--- config.mk ---
export PLATFORM = sky130hd
export DESIGN_NAME = uart_line_echo_flat
export DESIGN_NICKNAME = d
export VERILOG_FILES = /design/src/rtl/uart_pkg.sv /design/src/rtl/uart_line_echo_if.sv /design/src/rtl/line_ram.sv /design/src/rtl/uart_line_echo.sv /design/src/flat_wrapper.sv
export SDC_FILE = /design/constraint.sdc
export NUM_CORES = 1
export LEC_CHECK = 0
export ABC_AREA = 1
export CORE_MARGIN = 10
export CORE_UTILIZATION = 43
export CTS_BUF_LIST = sky130_fd_sc_hd__clkbuf_4 sky130_fd_sc_hd__clkbuf_8
export DETAILED_ROUTE_END_ITERATION = 16
export PLACE_DENSITY_LB_ADDON = 0.3
export SYNTH_ARGS = -nofsm -noshare
export SYNTH_HDL_FRONTEND = slang
export SYNTH_SLANG_ARGS = --single-unit
--- constraint.sdc ---
create_clock -name clk -period 2 [get_ports clk]
set_input_delay 0.2 -clock clk [delete_from_list [all_inputs] [get_ports clk]]
set_output_delay 0.2 -clock clk [all_outputs]
set_load 0.01 [all_outputs]
--- src/rtl/uart_pkg.sv ---
// Shared definitions for the UART line-echo slice: echo FSM states and ASCII control bytes.
package uart_pkg;

  typedef enum logic [1:0] {
    COLLECT,
    EMIT,
    EMIT_CR,
    EMIT_LF
  } state_e;

  localparam logic [7:0] CR = 8'h0D;
  localparam logic [7:0] LF = 8'h0A;
  localparam logic [7:0] BS = 8'h08;

endpackage

--- src/rtl/uart_line_echo_if.sv ---
// Byte streams around the line echo: RX byte + ready level in, TX valid/ready byte stream out.
interface uart_line_echo_if;

  logic [7:0] rx_data;
  logic       rx_ready;
  logic [7:0] tx_data;
  logic       tx_valid;
  logic       tx_ready;

  modport master (
    input  rx_data,
    input  rx_ready,
    input  tx_ready,
    output tx_data,
    output tx_valid
  );

  modport slave (
    output rx_data,
    output rx_ready,
    output tx_ready,
    input  tx_data,
    input  tx_valid
  );

endinterface

--- src/rtl/line_ram.sv ---
// Line buffer storage: simple dual-port RAM, one write and one registered read port, single clock.
module line_ram #(
  parameter int unsigned DEPTH = 16,
  parameter int unsigned AW    = $clog2(DEPTH)
) (
  input  logic          clk,
  input  logic          wr_en,
  input  logic [AW-1:0] wr_addr,
  input  logic [7:0]    wr_data,
  input  logic [AW-1:0] rd_addr,
  output logic [7:0]    rd_data
);

  logic [7:0] mem [DEPTH];
  logic [7:0] rd_data_d;
  logic [7:0] rd_data_q;

  always_comb begin
    rd_data_d = mem[rd_addr];
  end

  always_ff @(posedge clk) begin
    if (wr_en) begin
      mem[wr_addr] <= wr_data;
    end
    rd_data_q <= rd_data_d;
  end

  assign rd_data = rd_data_q;

endmodule

--- src/rtl/uart_line_echo.sv ---
// Collects received bytes into a line and replays it, followed by CR LF, on EOL or when full.
module uart_line_echo
  import uart_pkg::*;
#(
  parameter int unsigned LINE_MAX = 16,
  parameter logic [7:0]  EOL_CHAR = CR,
  parameter logic [7:0]  BS_CHAR  = BS
) (
  input  logic                         clk,
  input  logic                         rst,
  uart_line_echo_if.master             bus,
  output logic [$clog2(LINE_MAX+1)-1:0] line_len,
  output logic                         overflow,
  output logic                         busy
);

  localparam int unsigned LW = $clog2(LINE_MAX + 1);
  localparam int unsigned AW = $clog2(LINE_MAX);

  state_e        state_q,    state_d;
  logic [LW-1:0] line_len_q, line_len_d;
  logic [LW-1:0] rd_ptr_q,   rd_ptr_d;
  logic [7:0]    tx_byte_q,  tx_byte_d;
  logic          tx_valid_q, tx_valid_d;
  logic          busy_q,     busy_d;
  logic          overflow_q, overflow_d;
  logic          rx_prev_q,  rx_prev_d;

  logic          rx_take;
  logic          tx_accept;
  logic          wr_en;
  logic [7:0]    ram_rd_data;

  assign rx_take   = bus.rx_ready & ~rx_prev_q;
  assign tx_accept = tx_valid_q & bus.tx_ready;

  always_comb begin
    state_d    = state_q;
    line_len_d = line_len_q;
    rd_ptr_d   = rd_ptr_q;
    tx_byte_d  = tx_byte_q;
    overflow_d = overflow_q;
    rx_prev_d  = bus.rx_ready;
    wr_en      = 1'b0;

    unique case (state_q)
      COLLECT: begin
        if (rx_take) begin
          if (bus.rx_data == EOL_CHAR) begin
            rd_ptr_d = '0;
            if (line_len_q != '0) begin
              state_d = EMIT;
            end else begin
              state_d   = EMIT_CR;
              tx_byte_d = CR;
            end
          end else if (bus.rx_data == BS_CHAR) begin
            if (line_len_q != '0) begin
              line_len_d = line_len_q - LW'(1);
            end
          end else begin
            wr_en      = 1'b1;
            line_len_d = line_len_q + LW'(1);
            if (line_len_d == LW'(LINE_MAX)) begin
              overflow_d = 1'b1;
              rd_ptr_d   = '0;
              state_d    = EMIT;
            end
          end
        end
      end

      // The RAM read address follows rd_ptr_d, so the byte for the next cycle is
      // already registered when the pointer advances on an accept.
      EMIT: begin
        if (tx_accept) begin
          if (rd_ptr_q + LW'(1) == line_len_q) begin
            state_d   = EMIT_CR;
            tx_byte_d = CR;
          end else begin
            rd_ptr_d = rd_ptr_q + LW'(1);
          end
        end
      end

      EMIT_CR: begin
        if (tx_accept) begin
          state_d   = EMIT_LF;
          tx_byte_d = LF;
        end
      end

      EMIT_LF: begin
        if (tx_accept) begin
          state_d    = COLLECT;
          line_len_d = '0;
          rd_ptr_d   = '0;
          tx_byte_d  = '0;
        end
      end

      default: state_d = COLLECT;
    endcase

    tx_valid_d = (state_d != COLLECT);
    busy_d     = (state_d != COLLECT);
  end

  always_ff @(posedge clk) begin
    if (rst) begin
      state_q    <= COLLECT;
      line_len_q <= '0;
      rd_ptr_q   <= '0;
      tx_byte_q  <= '0;
      tx_valid_q <= 1'b0;
      busy_q     <= 1'b0;
      overflow_q <= 1'b0;
      rx_prev_q  <= 1'b1;
    end else begin
      state_q    <= state_d;
      line_len_q <= line_len_d;
      rd_ptr_q   <= rd_ptr_d;
      tx_byte_q  <= tx_byte_d;
      tx_valid_q <= tx_valid_d;
      busy_q     <= busy_d;
      overflow_q <= overflow_d;
      rx_prev_q  <= rx_prev_d;
    end
  end

  line_ram #(
    .DEPTH(LINE_MAX)
  ) u_line_ram (
    .clk     (clk),
    .wr_en   (wr_en),
    .wr_addr (line_len_q[AW-1:0]),
    .wr_data (bus.rx_data),
    .rd_addr (rd_ptr_d[AW-1:0]),
    .rd_data (ram_rd_data)
  );

  assign bus.tx_data  = (state_q == EMIT) ? ram_rd_data : tx_byte_q;
  assign bus.tx_valid = tx_valid_q;
  assign line_len     = line_len_q;
  assign overflow     = overflow_q;
  assign busy         = busy_q;

endmodule

--- src/flat_wrapper.sv ---
// flat-port wrapper written by rule: the top's interface ports become plain ports
module uart_line_echo_flat import uart_pkg::*;
#(
  parameter int unsigned LINE_MAX = 16,
  parameter logic [7:0]  EOL_CHAR = CR,
  parameter logic [7:0]  BS_CHAR  = BS
)
  (clk, rst, line_len, overflow, busy, bus_rx_data, bus_rx_ready, bus_tx_ready, bus_tx_data, bus_tx_valid);
  uart_line_echo_if bus_i ();
  input  logic clk;
  input  logic rst;
  output logic [$clog2(LINE_MAX+1)-1:0] line_len;
  output logic overflow;
  output logic busy;
  input wire logic [$bits(bus_i.rx_data)-1:0] bus_rx_data;
  input wire logic [$bits(bus_i.rx_ready)-1:0] bus_rx_ready;
  input wire logic [$bits(bus_i.tx_ready)-1:0] bus_tx_ready;
  output wire logic [$bits(bus_i.tx_data)-1:0] bus_tx_data;
  output wire logic [$bits(bus_i.tx_valid)-1:0] bus_tx_valid;
  assign bus_i.rx_data = bus_rx_data;
  assign bus_i.rx_ready = bus_rx_ready;
  assign bus_i.tx_ready = bus_tx_ready;
  assign bus_tx_data = bus_i.tx_data;
  assign bus_tx_valid = bus_i.tx_valid;
  uart_line_echo #(.LINE_MAX(LINE_MAX), .EOL_CHAR(EOL_CHAR), .BS_CHAR(BS_CHAR)) u_core (.clk(clk), .rst(rst), .bus(bus_i), .line_len(line_len), .overflow(overflow), .busy(busy));
endmodule
Word-level counts from Yosys, hierarchy flattened
Memories as Yosys holds them, arrays and structs flattened. A register that Yosys moved wholly into a read port is not among the register bits. Cells that the tools add are included. W data, S select, Z words.

$add $sub $neg: 3. Equality and inequality tests: 19. Muxes and demuxes: 39. Bitwise logic cells: 5. Reduce and logical (&&, ||, !) cells: 9.

Operator list (number): $mux W8 (8); $mux W5 (12); $pmux W8 S4 (1); $mux W2 (9); $eq A8 B4 Y1 const B (2); $pmux W5 S3 (1); $reduce_and A7 Y1 (2); $ne A2 B1 Y1 const B (6); $add A5 B1 Y5 const B (2); $pmux W5 S2 (1); $reduce_and A5 Y1 (2); $pmux W2 S4 (1); $mux W1 (6); $ne A2 B2 Y1 const B (3); $ne A3 B2 Y1 const B (2); $eq A5 B5 Y1 (1); $eq A5 B5 Y1 const B (1); $reduce_bool A5 Y1 (1); $sub A5 B1 Y5 const B (1); $eq A2 B2 Y1 const B (2); $reduce_bool A2 Y1 (2); $ne A3 B1 Y1 const B (1); $not A1 Y1 (3); $reduce_bool A3 Y1 (1); other kinds (3) (4).

Register bits: 23. Memory bits (writable): 128. Bits of input ports: 12. Output and inout port bits: 16. Word-level logic and storage cells: 84. Memories: 1.

Memories: u_core.u_line_ram.mem (words 16, width 8, read ports 1, clocked after Yosys merged registers in 1, wr ports 1, RTL line line_ram.sv:14) `logic [7:0] mem [DEPTH];`.

Depth between registers and ports, before layout
Gate-level depths: netlist of the first run.

Word-level depth: 8. Depth in mapped cells: 18. Mapped depth without buffers: 17.

Hierarchy
Synthesis of the first run repeated with hierarchy kept, for this count alone.

Cell total of the unflattened synthesis: 791. Area, all modules: 7188.1 um^2.

Modules (own cells, without submodules): line_ram (instances 1, cells each 551, area an instance 5766.8 um^2, sequential area each 4003.8 um^2); uart_line_echo (instances 1, cells each 240, area an instance 1421.4 um^2, sequential area each 360.3 um^2).

Least setup slack after synthesis of the first run
Ideal clock, no wire load.

Kind: reg2reg. From: register u_core.line_len_q[0] (netlist: u_core.line_len[0]). To: register u_core.u_line_ram.rd_data_q[6] (netlist: u_core.u_line_ram.rd_data[6]), read port of u_core.u_line_ram.mem. Setup time: 0.114 ns. Data arrival time: 2.051 ns. Required time: 1.886 ns. Slack: -0.166 ns. Cell stages (with the launch flop): 17. Path buffers: 2. Period minus slack after synthesis: 2.166 ns. Path through: dfxtp_1 ha_1 nand3_2 nand2_1 nand2_1 nor2_1 nand2_1 a21oi_2 nand3_2 nand2_1 buf_6 buf_6 nand2_1 nand3_1 nand3_1 nand3_1 nand2_1.

Longest elaborated chain between the ends: 7. Elaborated cells between the ends (all ways): 10. Those cells by class: 1 x add/sub; 2 x eq/ne; 7 x mux.

Ends and longest elaborated chain: start, declared (RTL line uart_line_echo.sv:21) `logic [LW-1:0] line_len_q, line_len_d;`; start signal, assigned (RTL line uart_line_echo.sv:121) `line_len_q <= line_len_d;`; $add A5 B1 Y5 (RTL line uart_line_echo.sv:63) `line_len_d = line_len_q + LW'(1);`; $eq A5 B5 Y1 (RTL line uart_line_echo.sv:64) `if (line_len_d == LW'(LINE_MAX)) begin`; $mux W5 (RTL line uart_line_echo.sv:64); $mux W5 (RTL line uart_line_echo.sv:57) `end else if (bus.rx_data == BS_CHAR) begin`; $mux W5 (RTL line uart_line_echo.sv:49) `if (bus.rx_data == EOL_CHAR) begin`; $mux W5 (RTL line uart_line_echo.sv:48) `if (rx_take) begin`; $pmux W5 S3 (*) (RTL line uart_line_echo.sv:46) `unique case (state_q)`; end, declared (RTL line line_ram.sv:16) `logic [7:0] rd_data_q;`.

Mark *: on every way between the ends. The rest lies on a longest branch, timed or not. The select of a mux whose other input is x is not followed. A chain may end at the register's enable or synchronous reset.

Final worst setup path of the first run
From: register u_core.rd_ptr_q[1]. To: register u_core.u_line_ram.rd_data_q[0] (netlist: u_core.u_line_ram.rd_data[0]), read port of u_core.u_line_ram.mem.

Longest elaborated chain between the ends: 5. Elaborated cells between the ends (all ways): 10. Those cells by class: 1 x add/sub; 1 x eq/ne; 8 x mux.

Ends and longest elaborated chain: start, declared (RTL line uart_line_echo.sv:22) `logic [LW-1:0] rd_ptr_q, rd_ptr_d;`; start signal, assigned (RTL line uart_line_echo.sv:122) `rd_ptr_q <= rd_ptr_d;`; $add A5 B1 Y5 or $mux W5 (tied branches) (RTL line uart_line_echo.sv:77, uart_line_echo.sv:81, uart_line_echo.sv:64); $eq A5 B5 Y1 or $mux W5 (tied branches) (RTL line uart_line_echo.sv:77, uart_line_echo.sv:57); $mux W5, on equally long branches (RTL line uart_line_echo.sv:77, uart_line_echo.sv:49); $mux W5, on equally long branches (RTL line uart_line_echo.sv:76, uart_line_echo.sv:48); $pmux W5 S3 (*) (RTL line uart_line_echo.sv:46).

Marked as above.

==> results of run 1 <==
==> cell type report <==
type,count,area [µm²]
clock buffers,18,241
multi-input cells,430,2410
inverters,117,450
flip-flops and latches,154,4380
repair buffers,153,1620
clock inverters,14,188
well taps,216,270
fillers,1286,6490
==> cell usage after synthesis <==
library cell / count / share of area (%)
nand3_1: 150 / 11
nand2_1: 148 / 7.8
edfxtp_1: 128 / 54
inv_1: 112 / 5.9
nor2_1: 46 / 2.4
nand3b_1: 32 / 3.4
dfxtp_1: 26 / 7.3
buf_2: 14 / 0.98
a21oi_1: 13 / 0.91
buf_4: 11 / 1.2
o21ai_0: 8 / 0.56
buf_6: 7 / 1.1
nand4_1: 7 / 0.61
ha_1: 5 / 0.88
inv_2: 4 / 0.21
nand2_2: 4 / 0.35
nand3_2: 4 / 0.56
nor3_1: 3 / 0.21
xor2_1: 2 / 0.25
a211oi_1: 1 / 0.11
a21oi_2: 1 / 0.12
a31oi_1: 1 / 0.088
clkbuf_1: 1 / 0.053
clkinv_1: 1 / 0.053
nand4_2: 1 / 0.18
nor2_2: 1 / 0.088
o221ai_1: 1 / 0.12
o22ai_1: 1 / 0.088
==> power by group <==
part           total [mW]  internal (mW)  leakage (nW)  switching (mW)
registers            3.49           3.48          1.37          0.0112
clock network        2.53           1.28         0.217            1.25
logic               0.249          0.104          2.45           0.145
total                6.27           4.87          4.03            1.41
==> through the flow <==
stage | setup WS [ps] | utilization (%) | hold slack, ps | power (mW) | TNS [ps]
after CTS | -270 | 57.0 | 376 | 6.28 | -2200
after global routing | -484 | 59.6 | 434 | 6.47 | -4650
final | -384 | 59.6 | 408 | 6.27 | -3080
after global placement | -561 | 51.8 | 439 | 3.80 | -34030
after detailed placement | -630 | 51.8 | 444 | 3.81 | -35470
after floorplan | 5.94 | - | 299 | 3.64 | 0
==> cells by family (layout without fill, tap and decap cells) <==
group / after synthesis / in the layout
DFF: 154 / 154
xor gates and xnor gates: 2 / 2
AOI/OAI and AO/OA: 26 / 26
buffers and inverters: 150 / 302
adders and majority gates: 5 / 5
and+or+nand+nor: 396 / 397
==> registers in the layout (all words and copies together), names as in the netlist, 2 cells and up <==
| name | cells |
|---|---|
| u_core.line_len | 5 |
| u_core.u_line_ram.rd_data | 8 |
| u_core.rd_ptr_q | 5 |
| u_core.tx_byte_q | 3 |
| u_core.u_line_ram.mem | 128 |
| u_core.state_q | 2 |
==> timing repair <==
item,4_1_cts,5_1_grt
endpoints found under the hold margin,0,0
gates cloned,4,8
pin swaps,17,17
resized for setup,64,52
endpoints found under the setup margin,25,102
buffers inserted,15,4
==> metal layers <==
layer | vias up | share of wire (%) | track usage (%)
met5 | - | 0 | 0
li1 | 2731 | - | -
met4 | 0 | 2.1 | 5.60
met3 | 35 | 7.0 | 3.22
met1 | 2813 | 43 | 23.9
met2 | 255 | 48 | 27.4
==> critical path, stage by stage, from the launching register on <==
cell	delay [ps]
dfxtp_2	340
ha_4	280
inv_2	30
nand2_1	50
nand2_1	50
nor2_1	100
nand3_1	120
nor2_4	170
nand4_4	160
nand3_4	130
buf_12	130
nand2_8	90
clkbuf_16	190
nand2_2	50
nand2_1	50
nand2_1	80
nand3_1	90
nand3_1	110
nand2_1	60
==> worst min-delay path by stage <==
stage	start	to	slack, ps
after floorplan	bus_rx_data[0]	u_core.u_line_ram.mem[0][0]	300
after global placement	u_core.tx_byte_q[2]	u_core.tx_byte_q[2]	440
after detailed placement	u_core.overflow	u_core.overflow	440
after CTS	bus_rx_ready	u_core.rx_prev_q	380
after global routing	bus_rx_ready	u_core.rx_prev_q	430
final	bus_rx_ready	u_core.rx_prev_q	410
==> impl_metrics.json, run 1 <==
{
  "reg2reg_slack_ps": -380,
  "row_count": 46,
  "relSlewSlack_pct": 78.3,
  "placed_cell_area_mm2": 0.00832,
  "tritoncts": "yes",
  "cts_buffers": 17,
  "io_buffers": 27,
  "drc": 0,
  "dp_hpwl_mm": 12.5,
  "cellPowerDensity_mw_per_mm2": 656,
  "power.ir.vdd_worst_uv": 436,
  "violations": "setup timing",
  "postRouteAntennaNets": 0,
  "clock_sinks": 154,
  "cts_buffer_depth": 2,
  "grt_pass1_vias": 5381,
  "io_pins": 28,
  "ys_types": 28,
  "grt_usage_pct": 17.5,
  "initial_core_util_pct": 44.4,
  "final_common_cell": "nand2_1",
  "r2r-end": "u_core.u_line_ram.rd_data[0]",
  "arrival_ps": 2750,
  "postSynthAreaPerCell_um2": 9.72,
  "synth_nets": 750,
  "crit_end": "u_core.u_line_ram.rd_data[0]",
  "hold_path_depth": 4,
  "crit_type": "reg2reg",
  "place_congestion": 0.873,
  "htree_levels": 4,
  "synth_top_family_by_area": "simple AND/OR/NAND/NOR gates",
  "rsz0062_at_grt": "yes",
  "clk_latency_ps": 460,
  "synth_compound_area_share_pct": 2.00,
  "setup_ws_ps": -384,
  "core_mm2": 0.0161,
  "drive_above_1_share_pct": 27.1,
  "fin_nets": 890,
  "antenna_cells": 0,
  "cts_hold_buf": 0,
  "fp.dieArea_mm2": 0.0221,
  "worstPathMaxFanout": 11,
  "final_area_mm2": 0.00957,
  "netlist_instances": 733,
  "synthMuxAreaShare_pct": 0,
  "fp.dieH_um": 149,
  "r2r_start": "u_core.rd_ptr_q[1]",
  "overflow": 0,
  "finalCriticalPeriod_ps": 2380,
  "worst_slew_pin_slew_ps": 322,
  "skew_ps": 9.01,
  "setup_viol": 12,
  "synth_fa_ha_area_share_pct": 0.878,
  "ys_ff_latch": 154,
  "synth_xor_area_share_pct": 0.246,
  "wl_per_cell_um": 18.6,
  "fin_crit_sh_pct": 119,
  "min_path_type": "in2reg",
  "yosysWarningCount": 0,
  "final_cell_mix": "nand2_1 (138), edfxtp_1 (128), nand3_1 (127)",
  "r2r.worst_path.cells": 18,
  "maxSlewViolCount": 0,
  "die_width_um": 149,
  "status": "finished, violations left",
  "fin_cells": 1102,
  "drt_wl_total_mm": 20.5,
  "grt_pass1_wl_mm": 30.0,
  "cts.clk_slew.worst_paths_ps": 90,
  "fmax_mhz": 419,
  "via_per_inst": 5.29,
  "dp.cells": 1040,
  "drt_iter0_drc": 621,
  "vias": 5834,
  "setup.worst_path.start_class": "flip-flop",
  "synth-simple-area-share_pct": 26.1,
  "grt_max_degree": 65,
  "dr.pass1.iters": 5,
  "leakage_nw": 4.03,
  "cp-startpoint": "u_core.rd_ptr_q[1]",
  "antenna_found_initial": 0,
  "synthesis.area_mm2": 0.00712,
  "crit_required_ps": 2360,
  "cts_root_buf": "clkbuf_8",
  "areaGrowthSynthToFinish_pct": 34.3,
  "seq_area_frac_synth_pct": 61.3,
  "crit_path_end_kind": "flip-flop",
  "hold_violations": 0,
  "cap_viol_max_count": 0
}
Power figures use the tool's default switching activity.
==> run 2, diff against run 1 <==
Settings changed: SLEW_MARGIN from default to 30.
==> results of run 2 <==
No change in the layout: final DEF, timing and power equal those of run 1.
